--- src/rtl/stg_pkg.sv ---
// Shared types and constants for the moon hit controller slice.
// State encoding, playfield limits, widths and the saturating speed add.
package stg_pkg;

    typedef enum logic [1:0] {
        PLAY   = 2'd0,
        INVULN = 2'd1,
        OVER   = 2'd2
    } state_t;

    localparam int CW       = 10;
    localparam int MAX_X    = 384;
    localparam int MAX_Y    = 448;
    localparam int TIME_MAX = 2000000;
    localparam int SPD_W    = 26;
    localparam int LIV_W    = 3;

    function automatic logic [SPD_W-1:0] sat_add(
        input logic [SPD_W-1:0] a,
        input logic [SPD_W-1:0] b,
        input logic [SPD_W-1:0] lim
    );
        logic [SPD_W:0] s;
        s = {1'b0, a} + {1'b0, b};
        return (s > {1'b0, lim}) ? lim : s[SPD_W-1:0];
    endfunction

endpackage

--- src/rtl/moon_hit_ctrl_if.sv ---
// Bundle between the sprite units, the hit controller and the HUD.
// master drives positions and strobes, slave returns game status.
interface moon_hit_ctrl_if;
    import stg_pkg::*;

    logic             frame_tick;
    logic             restart;
    logic [CW-1:0]    player_x;
    logic [CW-1:0]    player_y;
    logic [CW-1:0]    moon_x;
    logic [CW-1:0]    moon_y;
    logic             moon_on;
    logic             player_on;
    logic             hit_pulse;
    logic [LIV_W-1:0] lives;
    logic             invuln;
    logic             player_blink;
    logic             game_over;
    logic [SPD_W-1:0] speed_offset;

    modport master (
        output frame_tick, restart,
        output player_x, player_y, moon_x, moon_y,
        output moon_on, player_on,
        input  hit_pulse, lives, invuln,
        input  player_blink, game_over, speed_offset
    );

    modport slave (
        input  frame_tick, restart,
        input  player_x, player_y, moon_x, moon_y,
        input  moon_on, player_on,
        output hit_pulse, lives, invuln,
        output player_blink, game_over, speed_offset
    );

endinterface

--- src/rtl/moon_hit_cmp.sv ---
// Box overlap test: registers |dx|,|dy| on the accepted tick, then
// compares them against the combined half-sides in the following cycle.
module moon_hit_cmp
    import stg_pkg::*;
#(
    parameter int HIT_RADIUS    = 40,
    parameter int PLAYER_RADIUS = 4
) (
    input  logic          clk,
    input  logic          reset_n,
    input  logic          tick,
    input  logic          flush,
    input  logic [CW-1:0] player_x,
    input  logic [CW-1:0] player_y,
    input  logic [CW-1:0] moon_x,
    input  logic [CW-1:0] moon_y,
    output logic          valid,
    output logic          collide
);

    localparam logic [CW-1:0] LIM = CW'(HIT_RADIUS + PLAYER_RADIUS);

    logic signed [CW:0] dx;
    logic signed [CW:0] dy;
    logic [CW-1:0]      adx;
    logic [CW-1:0]      ady;
    logic [CW-1:0]      adx_q;
    logic [CW-1:0]      ady_q;

    assign dx  = $signed({1'b0, player_x}) - $signed({1'b0, moon_x});
    assign dy  = $signed({1'b0, player_y}) - $signed({1'b0, moon_y});
    assign adx = dx[CW] ? CW'(-dx) : dx[CW-1:0];
    assign ady = dy[CW] ? CW'(-dy) : dy[CW-1:0];

    // capture distances on the sampling tick; valid marks the compare slot
    always_ff @(posedge clk or negedge reset_n) begin
        if (!reset_n) begin
            valid <= 1'b0;
            adx_q <= '0;
            ady_q <= '0;
        end else begin
            valid <= tick && !flush;
            if (tick) begin
                adx_q <= adx;
                ady_q <= ady;
            end
        end
    end

    assign collide = (adx_q <= LIM) && (ady_q <= LIM);

endmodule

--- src/rtl/moon_hit_ctrl.sv ---
// Player vs moon hit controller: lives, invulnerability, game over, speed.
// PIXEL_COLLIDE_EN selects sticky pixel-overlap detection over the box test.
module moon_hit_ctrl
    import stg_pkg::*;
#(
    parameter int HIT_RADIUS    = 40,
    parameter int PLAYER_RADIUS = 4,
    parameter int LIVES_INIT    = 3,
    parameter int INVULN_FRAMES = 120,
    parameter int SPEED_STEP    = 200000,
    parameter int SPEED_MAX     = 1600000
) (
    input logic             clk,
    input logic             reset_n,
    moon_hit_ctrl_if.slave  bus
);

    localparam logic [LIV_W-1:0] LIVES_V = LIV_W'(LIVES_INIT);
    localparam logic [7:0]       INV_V   = 8'(INVULN_FRAMES);
    localparam logic [SPD_W-1:0] STEP_V  = SPD_W'(SPEED_STEP);
    localparam logic [SPD_W-1:0] MAX_V   = SPD_W'(SPEED_MAX);

    state_t           state;
    logic [LIV_W-1:0] lives;
    logic [SPD_W-1:0] speed;
    logic [7:0]       inv_cnt;
    logic [7:0]       frame_cnt;
    logic             hit_pulse;
    logic             invuln;
    logic             game_over;
    logic             s1_valid;
    logic             s2_busy;
    logic             accept;
    logic             collide;

    assign accept = bus.frame_tick && !bus.restart
                 && !s1_valid && !s2_busy;

    // hold off new ticks during the cycle the evaluation result is shown
    always_ff @(posedge clk or negedge reset_n) begin
        if (!reset_n) s2_busy <= 1'b0;
        else          s2_busy <= s1_valid && !bus.restart;
    end

`ifdef PIXEL_COLLIDE_EN
    logic pix_flag;
    logic pix_q;
    logic unused_pos;

    assign unused_pos = ^{bus.player_x, bus.player_y,
                          bus.moon_x, bus.moon_y};

    // sticky per-frame pixel overlap, sampled and cleared on each tick
    always_ff @(posedge clk or negedge reset_n) begin
        if (!reset_n) begin
            pix_flag <= 1'b0;
            pix_q    <= 1'b0;
            s1_valid <= 1'b0;
        end else begin
            s1_valid <= accept;
            if (accept)
                pix_q <= pix_flag || (bus.moon_on && bus.player_on);
            if (bus.restart || accept)
                pix_flag <= 1'b0;
            else if (bus.moon_on && bus.player_on)
                pix_flag <= 1'b1;
        end
    end

    assign collide = pix_q;
`else
    logic unused_pix;

    assign unused_pix = bus.moon_on & bus.player_on;

    moon_hit_cmp #(
        .HIT_RADIUS    (HIT_RADIUS),
        .PLAYER_RADIUS (PLAYER_RADIUS)
    ) u_cmp (
        .clk      (clk),
        .reset_n  (reset_n),
        .tick     (accept),
        .flush    (bus.restart),
        .player_x (bus.player_x),
        .player_y (bus.player_y),
        .moon_x   (bus.moon_x),
        .moon_y   (bus.moon_y),
        .valid    (s1_valid),
        .collide  (collide)
    );
`endif

    // free-running frame counter drives the blink phase
    always_ff @(posedge clk or negedge reset_n) begin
        if (!reset_n)            frame_cnt <= '0;
        else if (bus.frame_tick) frame_cnt <= frame_cnt + 8'd1;
    end

    // game FSM: restart beats any pending evaluation
    always_ff @(posedge clk or negedge reset_n) begin
        if (!reset_n) begin
            state     <= PLAY;
            lives     <= LIVES_V;
            speed     <= '0;
            inv_cnt   <= '0;
            hit_pulse <= 1'b0;
            invuln    <= 1'b0;
            game_over <= 1'b0;
        end else begin
            hit_pulse <= 1'b0;
            if (bus.restart) begin
                state     <= PLAY;
                lives     <= LIVES_V;
                speed     <= '0;
                inv_cnt   <= '0;
                invuln    <= 1'b0;
                game_over <= 1'b0;
            end else if (s1_valid) begin
                case (state)
                    PLAY: begin
                        if (collide) begin
                            hit_pulse <= 1'b1;
                            speed     <= sat_add(speed, STEP_V, MAX_V);
                            if (lives == LIV_W'(1)) begin
                                lives     <= '0;
                                state     <= OVER;
                                game_over <= 1'b1;
                            end else begin
                                lives   <= lives - LIV_W'(1);
                                state   <= INVULN;
                                invuln  <= 1'b1;
                                inv_cnt <= INV_V;
                            end
                        end
                    end
                    INVULN: begin
                        inv_cnt <= inv_cnt - 8'd1;
                        if (inv_cnt == 8'd1) begin
                            state  <= PLAY;
                            invuln <= 1'b0;
                        end
                    end
                    default: ;
                endcase
            end
        end
    end

    assign bus.hit_pulse    = hit_pulse;
    assign bus.lives        = lives;
    assign bus.invuln       = invuln;
    assign bus.player_blink = invuln & frame_cnt[3];
    assign bus.game_over    = game_over;
    assign bus.speed_offset = speed;

endmodule
--- src/flat_wrapper.sv ---
// flat-port wrapper written by rule: the top's interface ports become plain ports
module moon_hit_ctrl_flat import stg_pkg::*;
#(
    parameter int HIT_RADIUS    = 40,
    parameter int PLAYER_RADIUS = 4,
    parameter int LIVES_INIT    = 3,
    parameter int INVULN_FRAMES = 120,
    parameter int SPEED_STEP    = 200000,
    parameter int SPEED_MAX     = 1600000
)
  (clk, reset_n, bus_frame_tick, bus_restart, bus_player_x, bus_player_y, bus_moon_x, bus_moon_y, bus_moon_on, bus_player_on, bus_hit_pulse, bus_lives, bus_invuln, bus_player_blink, bus_game_over, bus_speed_offset);
  moon_hit_ctrl_if bus_i ();
  input logic clk;
  input logic reset_n;
  input wire logic [$bits(bus_i.frame_tick)-1:0] bus_frame_tick;
  input wire logic [$bits(bus_i.restart)-1:0] bus_restart;
  input wire logic [$bits(bus_i.player_x)-1:0] bus_player_x;
  input wire logic [$bits(bus_i.player_y)-1:0] bus_player_y;
  input wire logic [$bits(bus_i.moon_x)-1:0] bus_moon_x;
  input wire logic [$bits(bus_i.moon_y)-1:0] bus_moon_y;
  input wire logic [$bits(bus_i.moon_on)-1:0] bus_moon_on;
  input wire logic [$bits(bus_i.player_on)-1:0] bus_player_on;
  output wire logic [$bits(bus_i.hit_pulse)-1:0] bus_hit_pulse;
  output wire logic [$bits(bus_i.lives)-1:0] bus_lives;
  output wire logic [$bits(bus_i.invuln)-1:0] bus_invuln;
  output wire logic [$bits(bus_i.player_blink)-1:0] bus_player_blink;
  output wire logic [$bits(bus_i.game_over)-1:0] bus_game_over;
  output wire logic [$bits(bus_i.speed_offset)-1:0] bus_speed_offset;
  assign bus_i.frame_tick = bus_frame_tick;
  assign bus_i.restart = bus_restart;
  assign bus_i.player_x = bus_player_x;
  assign bus_i.player_y = bus_player_y;
  assign bus_i.moon_x = bus_moon_x;
  assign bus_i.moon_y = bus_moon_y;
  assign bus_i.moon_on = bus_moon_on;
  assign bus_i.player_on = bus_player_on;
  assign bus_hit_pulse = bus_i.hit_pulse;
  assign bus_lives = bus_i.lives;
  assign bus_invuln = bus_i.invuln;
  assign bus_player_blink = bus_i.player_blink;
  assign bus_game_over = bus_i.game_over;
  assign bus_speed_offset = bus_i.speed_offset;
  moon_hit_ctrl #(.HIT_RADIUS(HIT_RADIUS), .PLAYER_RADIUS(PLAYER_RADIUS), .LIVES_INIT(LIVES_INIT), .INVULN_FRAMES(INVULN_FRAMES), .SPEED_STEP(SPEED_STEP), .SPEED_MAX(SPEED_MAX)) u_core (.clk(clk), .reset_n(reset_n), .bus(bus_i));
endmodule
--- config.mk ---
export PLATFORM = sky130hd
export DESIGN_NAME = moon_hit_ctrl_flat
export DESIGN_NICKNAME = d
export VERILOG_FILES = /design/src/rtl/stg_pkg.sv /design/src/rtl/moon_hit_ctrl_if.sv /design/src/rtl/moon_hit_cmp.sv /design/src/rtl/moon_hit_ctrl.sv /design/src/flat_wrapper.sv
export SDC_FILE = /design/constraint.sdc
export NUM_CORES = 1
export LEC_CHECK = 0
export CELL_PAD_IN_SITES_DETAIL_PLACEMENT = 0
export CELL_PAD_IN_SITES_GLOBAL_PLACEMENT = 1
export CORE_ASPECT_RATIO = 0.75
export CORE_MARGIN = 4
export CORE_UTILIZATION = 36
export CTS_CLUSTER_SIZE = 8
export DETAILED_ROUTE_END_ITERATION = 6
export GPL_TIMING_DRIVEN = 0
export PLACE_DENSITY_LB_ADDON = 0.1
export SLEW_MARGIN = 20
export SYNTH_ARGS = -nofsm -noshare
export SYNTH_HDL_FRONTEND = slang
export SYNTH_SLANG_ARGS = --single-unit
--- constraint.sdc ---
create_clock -name clk -period 2.8 [get_ports clk]
set_input_delay 0.56 -clock clk [delete_from_list [all_inputs] [get_ports clk]]
set_output_delay 0.56 -clock clk [all_outputs]
set_load 0.05 [all_outputs]
# == Word-level counts from Yosys, hierarchy flattened ==
# Cells that the tools add are included.
# totals
out_inout_bits,33
in_bits,46
latch_bits,0
register_bits,72
romBits,0
ramBits,0
wordCells,88
memories,0
# op_classes
bitwise_logic,1
add_sub_neg,8
reduce_logical,20
div_mod_pow,0
magnitude_cmp,3
eq_ne,6
mux,38
mul,0
shift,0
# op_table
cell,n
two-way mux 26 bit,5
two-way mux 8 bit,4
adder 26 x 18 -> 27 bit (second input constant),1
> comparator 27 x 21 -> 1 bit (second input constant),1
subtractor 10 x 10 -> 11 bit,2
<= comparator 10 x 6 -> 1 bit (second input constant),2
two-way mux 10 bit,2
negation 10 bit,2
case mux 8 bit (2 select lines),1
two-way mux 3 bit,5
two-way mux 1 bit,14
AND reduction 4 bit,3
two-way mux 2 bit,5
adder 8 x 1 -> 8 bit (second input constant),1
equality test 8 x 1 -> 1 bit (second input constant),1
nonzero test 2 bit,4
subtractor 8 x 1 -> 8 bit (second input constant),1
logical AND 1 bit,6
inequality test 3 x 2 -> 1 bit (second input constant),2
AND reduction 5 bit,1
case mux 2 bit (2 select lines),1
equality test 3 x 1 -> 1 bit (second input constant),1
logical NOT 1 bit,3
inequality test 3 bit (second input constant),1
7 further kinds,7

# == Longest topological paths before layout ==
# Gate-level depths: netlist (run 1).
# depth
word_depth,7
depth_mapped,12
ltp_nobuf,12

# == By module ==
# A second synthesis (run 1) with hierarchy kept.
# unflattened
hier_cells,572
area_unflattened_um2,4892.2
# modules_own_cells
mod,instances,area_per_inst_um2,cells_each
moon_hit_ctrl,1,2605.0,289
moon_hit_cmp,1,2287.2,283

# == Worst setup path before layout (run 1) ==
# OpenSTA, ideal clock, no wires.
# synth_timing
kind,reg2reg
from,"register u_core.speed[6], in the netlist u_core.bus.speed_offset[6]"
to,"register u_core.speed[14], in the netlist u_core.bus.speed_offset[14]"
slack_ns,-0.126
path_stages_with_launch,10
n_path_buf,0
synth_period_minus_slack_ns,2.926
arrival_ns,2.800
t_required_ns,2.674
cell_sequence,dfrtp_1 > ha_1 > or2_0 > o31a_1 > a41oi_2 > o31a_2 > a31oi_2 > o41ai_4 > nand4_4 > o311a_1
# synth_between
elab_chain_cells,7
# synth_rtl
item,line_no,source
"start, declared",moon_hit_ctrl.sv:25,logic [SPD_W-1:0] speed;
"start signal, assigned",moon_hit_ctrl.sv:123,"speed <= sat_add(speed, STEP_V, MAX_V);"
adder 26 x 18 -> 27 bit *,stg_pkg.sv:24,"s = {1'b0, a} + {1'b0, b};"
> comparator 27 x 21 -> 1 bit,stg_pkg.sv:25,"return (s > {1'b0, lim}) ? lim : s[SPD_W-1:0];"
two-way mux 26 bit *,stg_pkg.sv:25,
two-way mux 26 bit *,moon_hit_ctrl.sv:121,if (collide) begin
two-way mux 26 bit *,moon_hit_ctrl.sv:119,case (state)
two-way mux 26 bit *,moon_hit_ctrl.sv:118,end else if (s1_valid) begin
two-way mux 26 bit *,moon_hit_ctrl.sv:111,if (bus.restart) begin
# Mark *: on every way between the ends. The rest lies on a longest branch, timed or not. The select of a mux whose other input is x is not followed.
# A chain may end at the register's enable or synchronous reset.

# == Worst setup path in the final report (run 1) ==
# layout_timing
from,input bus_player_x[3]
to,register u_core.u_cmp.adx_q[8]
# layout_between
elab_chain_cells,3
# layout_rtl
item,line_no,source
"start, declared",flat_wrapper.sv:17,input wire logic [$bits(bus_i.player_x)-1:0] bus_player_x;
subtractor 10 x 10 -> 11 bit *,moon_hit_cmp.sv:30,"assign dx = $signed({1'b0, player_x}) - $signed({1'b0, moon_x});"
negation 10 bit,moon_hit_cmp.sv:32,assign adx = dx[CW] ? CW'(-dx) : dx[CW-1:0];
two-way mux 10 bit *,moon_hit_cmp.sv:32,
"end signal, assigned",moon_hit_cmp.sv:39,adx_q <= '0;
"end signal, assigned",moon_hit_cmp.sv:44,adx_q <= adx;
"end, declared",moon_hit_cmp.sv:27,logic [CW-1:0] adx_q;
# Mark *: on every way between the ends. The rest lies on a longest branch, timed or not.

==> results of run 1 <==
[final timing paths]
| kind | startpoint | to | cells after the start |
|---|---|---|---|
| min | reset_n | u_core.bus.speed_offset[15]$_DFFE_PN0P_ | 1 |
| max | bus_player_x[3] | u_core.u_cmp.adx_q[8]$_DFFE_PN0P_ | 9 |
| max reg2reg | u_core.bus.speed_offset[7]$_DFFE_PN0P_ | u_core.bus.speed_offset[15]$_DFFE_PN0P_ | 11 |
| min in group clk | u_core.frame_cnt[3]$_DFFE_PN0P_ | u_core.frame_cnt[3]$_DFFE_PN0P_ | 1 |
| min reg2reg | u_core.frame_cnt[3]$_DFFE_PN0P_ | u_core.frame_cnt[3]$_DFFE_PN0P_ | 1 |
| max in group asynchronous | reset_n | u_core.bus.lives[1]$_DFFE_PN1P_ | 2 |
[flip-flops by register name, summed over array words and instances, names as in the netlist]
register / cells
u_core.u_cmp.adx_q: 10
u_core.u_cmp.ady_q: 10
u_core.s2_busy: 1
u_core.state: 2
u_core.u_cmp.valid: 1
u_core.bus.invuln: 1
u_core.bus.game_over: 1
u_core.bus.speed_offset: 20
u_core.bus.hit_pulse: 1
u_core.frame_cnt: 4
u_core.bus.lives: 3
u_core.inv_cnt: 8
[layer usage]
metal	GRT usage	vias up
met5	0	-
met4	0.03276	0
met3	0.03657	5
met2	0.2404	93
met1	0.2285	1888
li1	-	2073
[synthesized netlist by cell type, types with 3 or more instances]
master,instances,share of area
dfrtp_1,60,0.33
nand2_1,53,0.044
nor2_1,43,0.036
inv_1,36,0.030
a21oi_1,29,0.032
ha_1,29,0.080
xnor2_1,25,0.049
o21ai_0,24,0.027
nor3_1,17,0.019
o21ai_1,17,0.019
nand3_1,14,0.016
xor2_1,11,0.021
a31oi_1,10,0.014
and3_1,10,0.014
clkbuf_1,9,0.0075
nor2b_1,9,0.012
buf_4,7,0.012
a21o_1,6,0.010
nor4_1,6,0.0083
and2_1,5,0.0069
buf_2,5,0.0055
mux2i_1,5,0.011
nand4_1,5,0.0069
a41oi_1,4,0.0078
nand2b_1,4,0.0055
nand3b_1,4,0.0067
or3_1,4,0.0055
o211a_1,3,0.0067
o211ai_1,3,0.0050
o221a_1,3,0.0075
o31ai_1,3,0.0050
[kinds of logic after synthesis]
group,Yosys count
buf+inv,59
compound gates,133
simple gates,193
mux,6
xor+xnor,36
flops,62
fa+ha+maj,31
other cells,1
[area by class of cell]
type                            count  share of cell area
Inverter                           36             0.02136
Multi-Input combinational cell    405              0.4890
Tap cell                          166             0.03283
Timing Repair Buffer               96              0.1447
Clock buffer                       12             0.03896
Clock inverter                      4            0.003559
Buffer                             23             0.02333
Sequential cell                    62              0.2462
[worst reg2reg max path, stage by stage (launching register included)]
cell     delay (ns)
dfrtp_2        0.46
ha_4           0.20
o21ai_2        0.21
nand2_1        0.20
xnor2_1        0.17
o31a_2         0.29
a31oi_2        0.24
o41ai_4        0.09
buf_4          0.19
buf_6          0.15
a31oi_1        0.22
mux2i_1        0.12
[repair_timing]
item	CTS	global route
endpoints found under the setup margin	32	21
pin swaps	21	25
setup buffers	12	13
gates resized for setup	47	44
[power by group through the flow]
stage / clock (mW) / combinational (mW) / sequential [mW]
after detailed placement: 0 / 0.699 / 1.12
after CTS: 1.03 / 0.791 / 1.10
after global placement: 0 / 0.683 / 1.11
after global routing: 1.08 / 0.947 / 1.12
after floorplan: 0 / 0.495 / 1.11
final: 1.01 / 0.845 / 1.10
==> flow_summary.yaml, run 1 <==
status:
  outcome: "completed"
cts:
  path_clk_slew_ns: 0.05
  htreeDepth: 3
  cts_tree: "built"
  cts_buffer_depth: 2
  clockRootBuffer: "clkbuf_16"
  insertion_delay_ns: 0.33
  postCtsHoldBufs: 0
  cts_buffers: 9
  cts.sinks: 62
final_layout:
  multi_input_area_sq_um: 3094
  drive_gt1_frac: 0.2179
  fill_cells: 1164
  final_cells: 804
  num_antenna_cells: 0
  area_growth_pct: 40.32
  seq_area_sq_um: 1558
  layout_common_cells: "57 x clkdlybuf4s50_1, 57 x dfrtp_1, 51 x nand2_1"
  fin_util: 0.5160
  final_area_sq_um: 6327
  finalNetCount: 710
timing:
  fin_tns_setup_ns: 0
  relSlewSlack: 0.4964
  hold_viol: 0
  final-max-slew-violation-count: 0
  holdWs_ns: 0.1391
  setup_ws_ns: 0.06482
  fin_crit_ns: 2.735
  finClkSkew_ns: 0.005297
  fmax_mhz: 365.6
  fin_crit_sh: 0.9769
  finalSetupViolCount: 0
  worst_pin_slew_ns: 0.7526
yosys:
  muxShareOfSynthArea: 0.01360
  synth_top_family_by_area: "simple AND/OR/NAND/NOR gates"
  synth_warnings: 0
  synth_area_sq_um: 4509
  synthSimpleGateAreaFrac: 0.2206
  syn_avg_cell_area_sq_um: 8.655
  synthXorXnorAreaFrac: 0.06992
  ys_async_sr_fraction: 1.000
  synth_edf_count: 0
  synth.distinct_cells: 72
  netlist_instances: 521
  synthAdderAreaFrac: 0.08935
  yosys_register_bits: 62
  synth_flop_cell: "dfrtp_1"
  synth-compound-area-share: 0.2014
  ys_seq_area_frac: 0.3446
critical_path:
  slowest_delay_ns: 0.52
  r2r_setup_slack_ns: 0.14
  arrival_ns: 2.94
  cp_top_family: "simple AND/OR/NAND/NOR gates"
  critical_path_class: "input pin to flip-flop"
  endpoint_kind: "flip-flop"
  cp_max_fo: 6
  required_ns: 3.01
  startpoint_type: "input pin"
  cp_num_buf_inv: 1
  critical_path.slowest_cell: "clkdlybuf4s50_1"
  path_cells: "clkdlybuf4s50_1 -> ha_4 -> and3_1 -> a21oi_2 -> nand3b_1 -> xor2_2 -> nor4_4 -> or3b_4 -> a221o_1"
pwr:
  leakage_nw: 2.777
  p_switching_mw: 0.8983
  power_mw: 2.953
  pwr-share-comb: 0.286
  internal-power_mw: 2.055
  switching_share: 0.3042
  power_density_nw_per_um2: 466.8
  seq_power_share: 0.373
  pwr-share-clk: 0.341
  ir_drop_mv: 0.2363
drt:
  wl_met3_um: 554
  vias_per_cell: 5.049
  drt_iter0_drc: 155
  dr.max_layer_used: "met4"
  route.vias.total: 4059
  ant_nets: 0
  routedWlPerCell_um: 13.77
  dr_wl_met2_um: 5033
  wl_met1_um: 5417
  drc: 0
  routed_wl_um: 11070
  dr.pass1.iters: 5
global_routing:
  overflow: 0
  grt_pass1_vias: 3904
  grtUsageTotal: 0.1579
  grt_pass1_wl_um: 18700
  antenna_found_initial: 0
  grt_max_degree: 38
floorplan:
  ioPinCount: 79
  die_w_um: 137.2
  start_util: 0.3678
  rows: 35
  die_area_sq_um: 14400
  coreArea_sq_um: 12260
  die_h_um: 104.9
flow_run:
  maxCapViolCount: 0
placement:
  io_buffers: 70
  gp_congestion: 0.8655
  dpl_cell_area_sq_um: 5488
  dp_hpwl_um: 8295
  post-place-ws_ns: -0.7160
  dp_cells: 763
hold_path:
  hold_class: "input pin to async pin"
(Power assumes the default switching activity.)
==> inputs of run 2 (changes only) <==
--- a/config.mk
+++ b/config.mk
@@ -12,8 +12,10 @@
 export CORE_UTILIZATION = 36
 export CTS_CLUSTER_SIZE = 8
 export DETAILED_ROUTE_END_ITERATION = 6
+export GPL_ROUTABILITY_DRIVEN = 0
 export GPL_TIMING_DRIVEN = 0
 export PLACE_DENSITY_LB_ADDON = 0.1
+export REMOVE_ABC_BUFFERS = 1
 export SLEW_MARGIN = 20
 export SYNTH_ARGS = -nofsm -noshare
 export SYNTH_HDL_FRONTEND = slang
==> flow_summary.yaml, run 2 (synthesized netlist as in run 1, its figures left out) <==
status:
  outcome: "completed"
final_layout:
  num_antenna_cells: 0
  layout_common_cells: "60 x clkdlybuf4s50_1, 57 x dfrtp_1, 52 x nand2_1"
  area_growth_pct: 36.38
  drive_gt1_frac: 0.1929
  largest_reg_flops: 20
  layout_commonest_cell: "clkdlybuf4s50_1"
  finalNetCount: 689
timing:
  final-max-slew-violation-count: 0
  worst_pin_slew_ns: 0.9180
  hold_viol: 0
  fmax_mhz: 362.1
  fin_crit_sh: 0.9863
  holdWs_ns: 0.1717
  finalSetupViolCount: 0
  relSlewSlack: 0.3870
  setup_ws_ns: 0.03829
  fin_tns_setup_ns: 0
  fin_crit_ns: 2.762
  finClkSkew_ns: 0.01128
drt:
  wl_met1_um: 5402
  vias_per_cell: 5.027
  routed_wl_um: 10750
  dr.pass1.iters: 4
  ant_nets: 0
  drc: 0
  drt_iter0_drc: 234
  dr_wl_met2_um: 4742
  dr.max_layer_used: "met4"
  routedWlPerCell_um: 13.72
  wl_met3_um: 514
  route.vias.total: 3936
global_routing:
  antenna_found_initial: 0
  grtUsageTotal: 0.1492
  grt_pass1_wl_um: 17770
  grt_pass1_vias: 3663
  grt_max_degree: 40
  overflow: 0
pwr:
  power_density_nw_per_um2: 478.0
  seq_power_share: 0.375
  power_mw: 2.939
  ir_drop_mv: 0.2926
  pwr-share-comb: 0.279
  leakage_nw: 2.702
  internal-power_mw: 2.075
  p_switching_mw: 0.8644
  switching_share: 0.2941
  pwr-share-clk: 0.346
cts:
  cts.sinks: 62
  cts_tree: "built"
  cts_buffer_depth: 2
  insertion_delay_ns: 0.32
  clockRootBuffer: "clkbuf_16"
  cts_buffers: 9
  htreeDepth: 3
  path_clk_slew_ns: 0.05
critical_path:
  cp_num_buf_inv: 1
  slowest_delay_ns: 0.52
  path_cells: "clkdlybuf4s50_1 -> ha_4 -> and3_4 -> a21oi_2 -> nand3b_1 -> xor2_2 -> nor4_4 -> or3b_4 -> a221o_1"
  cp_top_family: "simple AND/OR/NAND/NOR gates"
  arrival_ns: 2.96
  cp_max_fo: 5
  startpoint_type: "input pin"
  critical_path.slowest_cell: "clkdlybuf4s50_1"
  critical_path_class: "input pin to flip-flop"
  endpoint_kind: "flip-flop"
  required_ns: 3.00
floorplan:
  start_util: 0.3678
  coreArea_sq_um: 12260
  die_h_um: 104.9
  rows: 35
  ioPinCount: 79
  die_area_sq_um: 14400
  die_w_um: 137.2
flow_run:
  maxCapViolCount: 0
placement:
  io_buffers: 70
  dp_hpwl_um: 7761
  post-place-ws_ns: -0.7268
hold_path:
  hold_class: "input pin to async pin"
-- run 2: routing by layer --
layer  global-route usage  vias to the layer above
met5                    0                        -
met4              0.03917                        0
met3              0.03176                        7
met2               0.2169                       92
met1               0.2230                     1803
li1                     -                     2034
-- run 2: worst paths after layout --
check,to,depth (start not counted),from,slack [ns]
worst min register to register,u_core.frame_cnt[3]$_DFFE_PN0P_,1,u_core.frame_cnt[3]$_DFFE_PN0P_,0.46
worst max-delay path,u_core.u_cmp.adx_q[8]$_DFFE_PN0P_,9,bus_player_x[4],0.04
worst min-delay path,u_core.bus.speed_offset[17]$_DFFE_PN0P_,1,reset_n,0.17
max in group asynchronous,u_core.bus.lives[0]$_DFFE_PN1P_,2,reset_n,2.05
min in group clk,u_core.frame_cnt[3]$_DFFE_PN0P_,1,u_core.frame_cnt[3]$_DFFE_PN0P_,0.46
worst max register to register,u_core.bus.speed_offset[20]$_DFFE_PN0P_,8,u_core.bus.speed_offset[13]$_DFFE_PN0P_,0.13
-- run 2: power by group through the flow --
stage / registers [mW] / logic (mW) / clock network [mW]
floorplan: 1.11 / 0.474 / 0
global placement: 1.11 / 0.659 / 0
detailed placement: 1.12 / 0.677 / 0
CTS: 1.11 / 0.751 / 1.05
global route: 1.12 / 0.912 / 1.09
finish: 1.10 / 0.819 / 1.02
-- run 2: worst reg2reg max path, stage by stage, from the launching register on --
cell and delay [ns]:
dfrtp_1 0.51, nand4_2 0.22, a22oi_2 0.33, nand2_1 0.13
o31ai_1 0.29, and4b_2 0.34, and2_2 0.24, or3b_1 0.36
nor3b_1 0.14
-- run 2: cell type report --
cell class              instances  area [sq um]
clock buffers                  15         267.8
clock inverters                 1         7.507
fillers                      1135          6112
inverters                      36         135.1
multi-input cells             405          3044
flip-flops and latches         62          1558
well taps                     166         207.7
repair buffers                 98         929.6
-- run 2: what timing repair did --
action / 4_1_cts / 5_1_grt
pin swaps: 23 / 25
gates cloned: 0 / 0
setup endpoints to repair: 33 / 30
gates resized for setup: 50 / 34
hold buffers: 0 / 0
setup buffers: 10 / 17
-- run 2: stage by stage --
| stage | utilization | cells | instance area (sq um) |
|---|---|---|---|
| after CTS | 0.4778 | 766 | 5858 |
| after floorplan | - | 503 | 4394 |
| after detailed placement | 0.4339 | 740 | 5320 |
| after global routing | 0.5015 | 783 | 6150 |
| final | 0.5015 | 783 | 6150 |
| after global placement | 0.4324 | 739 | 5303 |
==> inputs of run 3 (changes only) <==
--- a/config.mk
+++ b/config.mk
@@ -9,13 +9,15 @@
 export CELL_PAD_IN_SITES_GLOBAL_PLACEMENT = 1
 export CORE_ASPECT_RATIO = 0.75
 export CORE_MARGIN = 4
-export CORE_UTILIZATION = 36
-export CTS_CLUSTER_SIZE = 8
+export CORE_UTILIZATION = 37
+export CTS_BUF_LIST = sky130_fd_sc_hd__clkbuf_2
+export CTS_CLUSTER_SIZE = 28
 export DETAILED_ROUTE_END_ITERATION = 6
 export GPL_ROUTABILITY_DRIVEN = 0
 export GPL_TIMING_DRIVEN = 0
 export PLACE_DENSITY_LB_ADDON = 0.1
 export REMOVE_ABC_BUFFERS = 1
+export SKIP_LAST_GASP = 1
 export SLEW_MARGIN = 20
 export SYNTH_ARGS = -nofsm -noshare
 export SYNTH_HDL_FRONTEND = slang
==> flow_summary.yaml, run 3 (synthesized netlist as in run 1, its figures left out) <==
critical_path:
  cp_max_fo: 3
  r2r-end: "u_core.bus.speed_offset[20]$_DFFE_PN0P_"
  endpoint_kind: "flip-flop"
  arrival_ns: 3.11
  critical_path_class: "input pin to flip-flop"
  r2r_setup_slack_ns: 0.12
  r2r_start: "u_core.bus.speed_offset[6]$_DFFE_PN0P_"
  required_ns: 3.16
  worstRegToRegCells: 9
  startpoint_type: "input pin"
cts:
  htreeDepth: 3
  clockRootBuffer: "clkbuf_2"
  cts_buffer_depth: 2
  cts_tree: "built"
  cts_buffers: 9
  path_clk_slew_ns: 0.19
  cts.sinks: 62
  insertion_delay_ns: 0.47
flow_run:
  maxCapViolCount: 0
floorplan:
  die_area_sq_um: 14040
  die_w_um: 135.5
  coreArea_sq_um: 11740
  die_h_um: 103.6
  start_util: 0.3841
  ioPinCount: 79
  rows: 34
pwr:
  ir_drop_mv: 0.1928
  power_mw: 2.461
  leakage_nw: 2.472
  switching_share: 0.3281
  pwr-share-comb: 0.287
  power_density_nw_per_um2: 433.0
  pwr-share-clk: 0.266
  p_switching_mw: 0.8075
  seq_power_share: 0.447
  internal-power_mw: 1.653
final_layout:
  layout_common_cells: "67 x clkdlybuf4s50_1, 53 x dfrtp_1, 52 x nand2_1"
  fin_util: 0.4840
  num_antenna_cells: 0
  finalNetCount: 678
  layout_commonest_cell: "clkdlybuf4s50_1"
  multi_input_area_sq_um: 2790
  largest_reg_flops: 20
  fill_cells: 1191
  seq_area_sq_um: 1563
  area_growth_pct: 26.03
  drive_gt1_frac: 0.1320
drt:
  ant_nets: 0
  dr.pass1.iters: 4
  routedWlPerCell_um: 13.39
  vias_per_cell: 5.083
  drt_iter0_drc: 225
  drc: 0
  route.vias.total: 3904
  routed_wl_um: 10280
placement:
  io_buffers: 70
  dp_hpwl_um: 7763
timing:
  worst_pin_slew_ns: 0.9247
  holdWs_ns: 0.4578
  fmax_mhz: 363.6
  rsz0062_at_grt: "yes"
  finClkSkew_ns: 0.02302
  hold_viol: 0
  relSlewSlack: 0.3816
  finalSetupViolCount: 0
  fin_crit_ns: 2.750
  final-max-slew-violation-count: 0
  fin_crit_sh: 0.9822
global_routing:
  grt_pass1_wl_um: 17850
  grt_pass1_vias: 3861
  overflow: 0
  grtUsageTotal: 0.1503
  antenna_found_initial: 0
  grt_max_degree: 52
status:
  outcome: "completed"
hold_path:
  hold_class: "input pin to async pin"
[run 3: changes by cell type in the layout (fill, tap and decap cells not counted), moves of 3 or more]
cell and delta:
buf_4 -12, clkbuf_16 -9, clkbuf_2 +9, ha_1 +9
ha_4 -8, clkdlybuf4s50_1 +7, dlymetal6s2s_1 -5, clkbuf_1 -4
dfrtp_1 -4, dfrtp_2 +4, xnor2_1 +4, xnor2_2 -4
inv_1 +3, inv_2 -3
[run 3: area by class of cell]
type                            instances  share of cell area
Multi-Input combinational cell        405              0.4910
Sequential cell                        62              0.2750
Timing Repair Buffer                   87              0.1495
Tap cell                              162             0.03567
Inverter                               36             0.02378
Clock inverter                          7             0.01717
Clock buffer                            9            0.007926
[run 3: timing repair]
action / 4_1_cts / 5_1_grt
gates resized for setup: 18 / 14
endpoints found under the hold margin: 11 / 0
pin swaps: 13 / 3
setup buffers: 11 / 4
setup endpoints to repair: 31 / 24
hold buffers: 1 / 0
[run 3: worst max-delay path by stage]
stage / start / to / slack, ns / cells after the start
2_1_floorplan: u_core.bus.speed_offset[6]$_DFFE_PN0P_ / u_core.bus.speed_offset[14]$_DFFE_PN0P_ / -0.34 / 9
3_3_place_gp: reset_n / u_core.u_cmp.ady_q[0]$_DFFE_PN0P_ / -0.95 / 1
3_5_place_dp: bus_moon_y[0] / u_core.u_cmp.ady_q[6]$_DFFE_PN0P_ / -0.79 / 12
4_1_cts: u_core.bus.speed_offset[14]$_DFFE_PN0P_ / u_core.bus.speed_offset[20]$_DFFE_PN0P_ / 0.004 / 8
5_1_grt: u_core.bus.speed_offset[14]$_DFFE_PN0P_ / u_core.bus.speed_offset[20]$_DFFE_PN0P_ / -0.07 / 8
6_report: bus_moon_x[0] / u_core.u_cmp.adx_q[8]$_DFFE_PN0P_ / 0.05 / 9
[run 3: critical path: stages]
cell and delay [ns]:
clkdlybuf4s50_1 0.46, ha_1 0.17, inv_1 0.05, fa_1 0.42, xnor2_1 0.31, nand2_1 0.14
nor4_2 0.32, or3b_1 0.40, a221o_1 0.29
[run 3: routing by layer]
| layer | up-vias | part of all wire | GRT usage |
|---|---|---|---|
| met5 | - | 0 | 0 |
| met1 | 1801 | 0.51 | 0.2121 |
| met3 | 6 | 0.040 | 0.02471 |
| met4 | 0 | 0.0087 | 0.04604 |
| li1 | 2015 | - | - |
| met2 | 82 | 0.44 | 0.2354 |
[run 3: metrics by stage]
step	setup TNS [ns]	std cells	setup WS, ns	instance area (sq um)
floorplan	-2.663	503	-0.3351	4394
global placement	-73.15	735	-0.9503	5298
detailed placement	-16.83	736	-0.7901	5323
CTS	0	764	0.004389	5604
global route	-0.09762	768	-0.06981	5683
finish	0	768	0.04989	5683
[run 3: power by group through the flow]
stage	combinational, mW	sequential [mW]	clock [mW]
2_1_floorplan	0.474	1.11	0
3_3_place_gp	0.655	1.12	0
3_5_place_dp	0.675	1.12	0
4_1_cts	0.700	1.10	0.685
5_1_grt	0.806	1.12	0.729
6_report	0.706	1.10	0.655
